===== src/rtl/riscv_pkg.sv =====
// Shared definitions for the fetch unit, decoder and immediate generator.
// Holds the fetch FSM state encoding, the canonical NOP and the base opcodes.
package riscv_pkg;

    typedef enum logic [1:0] {
        S_IDLE = 2'd0,
        S_REQ  = 2'd1,
        S_DONE = 2'd2,
        S_ERR  = 2'd3
    } fetch_state_e;

    // addi x0, x0, 0
    localparam logic [31:0] NOP_INSTR = 32'h0000_0013;

    localparam logic [6:0] OPC_LUI    = 7'b0110111;
    localparam logic [6:0] OPC_AUIPC  = 7'b0010111;
    localparam logic [6:0] OPC_JAL    = 7'b1101111;
    localparam logic [6:0] OPC_JALR   = 7'b1100111;
    localparam logic [6:0] OPC_BRANCH = 7'b1100011;
    localparam logic [6:0] OPC_LOAD   = 7'b0000011;
    localparam logic [6:0] OPC_STORE  = 7'b0100011;
    localparam logic [6:0] OPC_OP_IMM = 7'b0010011;
    localparam logic [6:0] OPC_OP     = 7'b0110011;
    localparam logic [6:0] OPC_SYSTEM = 7'b1110011;

endpackage


===== src/rtl/instr_fetch.sv =====
// Instruction fetch: latches PC into a request, loads IR/old_pc on ack; fetch_done 1 cycle after ack.
// Waits indefinitely on imem_ack (no timeout); fetch_start outside IDLE is dropped.
// FETCH_ALIGN_CHECK_EN: misaligned fetch goes to ERR and pulses fetch_err; else address bits [1:0] forced to 0.
module instr_fetch
    import riscv_pkg::*;
#(
    parameter int               WIDTH    = 32,
    parameter logic [WIDTH-1:0] RESET_PC = WIDTH'(32'h0000_0000)
) (
    input  logic             clk,
    input  logic             rst_n,
    input  logic             fetch_start,
    input  logic             pc_we,
    input  logic [WIDTH-1:0] pc_next,
    output logic             imem_req,
    output logic [WIDTH-1:0] imem_addr,
    input  logic [WIDTH-1:0] imem_rdata,
    input  logic             imem_ack,
    output logic [WIDTH-1:0] instr,
    output logic [WIDTH-1:0] pc,
    output logic [WIDTH-1:0] old_pc,
    output logic             busy,
    output logic             fetch_done,
    output logic             fetch_err
);

    fetch_state_e     state_q, state_d;
    logic [WIDTH-1:0] pc_q, pc_d;
    logic [WIDTH-1:0] old_pc_q, old_pc_d;
    logic [WIDTH-1:0] instr_q, instr_d;
    logic [WIDTH-1:0] addr_q, addr_d;
    logic [WIDTH-1:0] fetch_addr;
    logic             misaligned;

`ifdef FETCH_ALIGN_CHECK_EN
    localparam logic [WIDTH-1:0] RESET_ADDR = RESET_PC;
    assign fetch_addr = pc_we ? pc_next : pc_q;
    assign misaligned = |fetch_addr[1:0];
    assign fetch_err  = (state_q == S_ERR);
`else
    // Word-aligned memory only: drop the byte offset rather than trap.
    localparam logic [WIDTH-1:0] RESET_ADDR = RESET_PC & ~WIDTH'(3);
    assign fetch_addr = (pc_we ? pc_next : pc_q) & ~WIDTH'(3);
    assign misaligned = 1'b0;
    assign fetch_err  = 1'b0;
`endif

    always_ff @(posedge clk or negedge rst_n) begin
        if (!rst_n) begin
            state_q  <= S_IDLE;
            pc_q     <= RESET_PC;
            old_pc_q <= RESET_PC;
            instr_q  <= WIDTH'(NOP_INSTR);
            addr_q   <= RESET_ADDR;
        end else begin
            state_q  <= state_d;
            pc_q     <= pc_d;
            old_pc_q <= old_pc_d;
            instr_q  <= instr_d;
            addr_q   <= addr_d;
        end
    end

    always_comb begin
        state_d  = state_q;
        pc_d     = pc_we ? pc_next : pc_q;
        old_pc_d = old_pc_q;
        instr_d  = instr_q;
        addr_d   = addr_q;
        case (state_q)
            S_IDLE: begin
                if (fetch_start) begin
                    addr_d  = fetch_addr;
                    state_d = misaligned ? S_ERR : S_REQ;
                end
            end
            S_REQ: begin
                if (imem_ack) begin
                    instr_d  = imem_rdata;
                    old_pc_d = addr_q;
                    // A redirect in the ack cycle overrides sequential advance.
                    if (!pc_we) begin
                        pc_d = addr_q + WIDTH'(4);
                    end
                    state_d = S_DONE;
                end
            end
            S_DONE:  state_d = S_IDLE;
            S_ERR:   state_d = S_IDLE;
            default: state_d = S_IDLE;
        endcase
    end

    assign imem_req   = (state_q == S_REQ);
    assign busy       = (state_q == S_REQ);
    assign fetch_done = (state_q == S_DONE);
    assign imem_addr  = addr_q;
    assign instr      = instr_q;
    assign pc         = pc_q;
    assign old_pc     = old_pc_q;

endmodule

===== config.mk =====
export PLATFORM = sky130hd
export DESIGN_NAME = instr_fetch
export DESIGN_NICKNAME = d
export VERILOG_FILES = /design/src/rtl/riscv_pkg.sv /design/src/rtl/instr_fetch.sv
export SDC_FILE = /design/constraint.sdc
export NUM_CORES = 1
export LEC_CHECK = 0
export ABC_AREA = 1
export ABC_CLOCK_PERIOD_IN_PS = 1500
export CORE_MARGIN = 2
export CORE_UTILIZATION = 40
export DETAILED_ROUTE_END_ITERATION = 12
export GPL_ROUTABILITY_DRIVEN = 1
export PLACE_DENSITY = 0.72
export SYNTH_ARGS = -nofsm -noshare
export SYNTH_HDL_FRONTEND = slang
export SYNTH_SLANG_ARGS = --single-unit

===== constraint.sdc =====
create_clock -name clk -period 1.5 [get_ports clk]
set_input_delay 0.3 -clock clk [delete_from_list [all_inputs] [get_ports clk]]
set_output_delay 0.3 -clock clk [all_outputs]
set_load 0.02 [all_outputs]

==> metrics.csv <==
metric,value,unit
die_height,125,um
synthesis.yosys.warnings,0,
max_fanout_on_critical_path,6,
vdd_drop_max,1.01,mV
multi_input_comb_area,2610,um^2
largest_net_degree_at_the_start_of_global_routing,52,
synth_top_area_cell,dfrtp_1,
footprint_of_the_flip_flops_and_latches,3170,um^2
finalHoldWorstSlack,0.319,ns
crit-reg2reg-capture,pc[16],
syn_avg_cell_area,8.00,um^2
crit_path_end_kind,flop,
max_fclk,648,MHz
synth_edf_count,0,
remaining_drc_errors,0,
routed-via-count,5954,
post_route_worst_setup_slack,-0.0439,ns
synth_most_common_cell,nand2_1,
globalRouteOverflowTotal,0,
clkSinkCount,126,
num_io_pins,201,
port_buffer_count,195,
timing_max_transition_violations_final,0,
flow.area_growth_from_synthesis,57.8,%
rrSetupSlack,-0.04,ns
initial_drt_pass_iterations,6,
drive_gt1_share,19.6,%
post_synth_inst_count,738,
global_route.usage.total,23.6,%
power_per_cell_area,1970,nW/um^2
finish.utilization,64.3,%
cts_root_buf,clkbuf_16,
insertion_delay,0.41,ns
routabilityCongestion,0.863,
synthTopCellsByCount,"nand2_1, dfrtp_1, o21ai_0, inv_1, nand3_1",
final_setup_violation_count,13,
timing.final.hold_violations,0,
startpoint_type,flop,
leakagePower,4.58,nW
wl,19100,um
required_time_at_the_worst_slack_endpoint,1.80,ns
worst-endpoint-arrival,1.84,ns
synthDominantCellAreaShare,52.2,%
worst_r2r_startpoint,imem_addr[3],
grt_pass1_wl,29600,um
core_area,14500,um^2
h-tree-depth,4,
num_rows,44,
min_period_over_period,103,%
synth-main-ff-cell,dfrtp_1,
grt_setup_unrepaired,true,
finalNonFillerCells,1178,
area_of_the_die,15700,um^2
seq_area_frac_synth,53.5,%
cts_tree,done,
synth_area,5900,um^2
first_global_vias,5854,
n_antenna_cell,0,
violations,setup timing,
cts_buf_count,17,
floorplan.die.width,125,um
finalClockSkew,0.00682,ns
worst-r2r-cell-count,10,
postSynthRegisterBits,126,
run_status,"finished, violations left",
holdCritPathClass,in2async,
drtIter0Drc,296,
fillCellCount,1224,
path_clk_slew,0.06,ns
clock_tree.buffer_depth,2,
yosys-top-cells-area,"dfrtp_1, nand2_1, o21ai_0",
hpwl,12900,um
totalNegativeSetupSlack,-0.262,ns
per_cell_via_count_in_the_routed_design,5.05,
yosysUniqueCellTypes,28,
route.antenna.remaining_nets,0,
fin_total_pwr,18.3,mW
floorplan.initialDensity,40.8,%
period_minus_slack,1.54,ns
fin_nets,1051,
antenna_found_initial,0,
placed_cells_incl_taps,1131,
routedWlPerCell,16.2,um
maxCapViolations,0,
ys_async_sr_fraction,100,%
setup.worst_path.class,reg2reg,
-- kinds of logic (layout without fill, tap and decap cells) --
group           count (synthesis)  count (layout)  share of synthesized area [%]
simple gates                  412             413                           29.2
flops                         126             126                           53.5
compound gates                106             106                           10.0
buf+inv                        91             342                           6.89
fa+ha+maj                       1               1                          0.212
other cells                     1               5                         0.0635
xor+xnor                        1               1                          0.148
-- per-layer routing --
| metal | part of all wire [%] | GRT usage (%) |
|---|---|---|
| met1 | 43 | 30.9 |
| met2 | 49 | 38.7 |
| met3 | 6.1 | 5.61 |
| met4 | 1.8 | 7.84 |
| met5 | 0 | 0 |
-- what timing repair did --
action	4_1_cts	5_1_grt
endpoints found under the setup margin	152	50
cloned	1	2
hold buffers	1	0
endpoints found under the hold margin	17	0
setup buffers	1	11
gates resized for setup	196	92
pin swaps	2	33
-- sequential cells by signal (all words and copies together), names as in the netlist --
signal and flops:
imem_addr 30, instr 32, old_pc 30, pc 32, state_q 2
-- worst max-delay path, cell delays in order, from the launching register on --
cell	delay [ns]
dfrtp_2	0.39
ha_4	0.16
nand2_4	0.07
nor2_4	0.14
nand2_2	0.09
nor2_4	0.16
buf_12	0.15
buf_6	0.09
nand3_2	0.05
nand2_1	0.07
o21ai_1	0.06
-- layout make-up --
type / count / area share, %
sequential: 126 / 34.1
multi-input combinational: 526 / 28.0
timing repair buffer: 259 / 26.5
clock buffer: 27 / 5.51
tap: 184 / 2.47
inverter: 51 / 2.06
clock inverter: 5 / 1.34
-- worst max-delay path by stage --
stage / end / start / depth (start not counted) / slack [ns]
floorplan: pc[14] / imem_addr[3] / 9 / 0.02
global placement: pc[8] / imem_ack / 5 / -0.35
detailed placement: pc[8] / imem_ack / 5 / -0.40
CTS: busy / state_q[0] / 3 / -0.01
global route: pc[21] / imem_addr[2] / 8 / -0.13
finish: pc[16] / imem_addr[3] / 10 / -0.04
-- per-stage QoR --
| step | area [um^2] | setup WS, ns |
|---|---|---|
| after CTS | 8930 | -0.0123 |
| after floorplan | 5920 | 0.0175 |
| after global routing | 9310 | -0.130 |
| after global placement | 8380 | -0.350 |
| final | 9310 | -0.0439 |
| after detailed placement | 8380 | -0.399 |
-- placed cells by master (no fill, tap or decap), types with 5 or more instances in the layout --
master	instances
buf_12	11
dlygate4sd2_1	90
nor2_4	17
nand3_1	33
a21oi_1	10
dfrtp_2	14
clkbuf_16	19
clkbuf_1	5
clkbuf_2	8
buf_4	44
nand4_1	8
o21ai_1	10
clkdlybuf4s50_1	67
nor2_1	37
nand2_2	6
clkdlybuf4s15_1	9
clkdlybuf4s15_2	10
inv_1	47
o211ai_1	9
nand2_1	282
nand3_2	16
nand2_4	6
conb_1	5
clkbuf_8	5
o21ai_0	46
buf_6	11
dfrtp_1	109
buf_2	6
a31oi_1	25
-- power by group --
part	switching [mW]	internal (mW)	total, mW
sequential	1.11	4.81	5.93
combinational	4.75	3.16	7.91
clock	1.46	3.00	4.46
No activity file was read; power rests on OpenSTA's default activity.
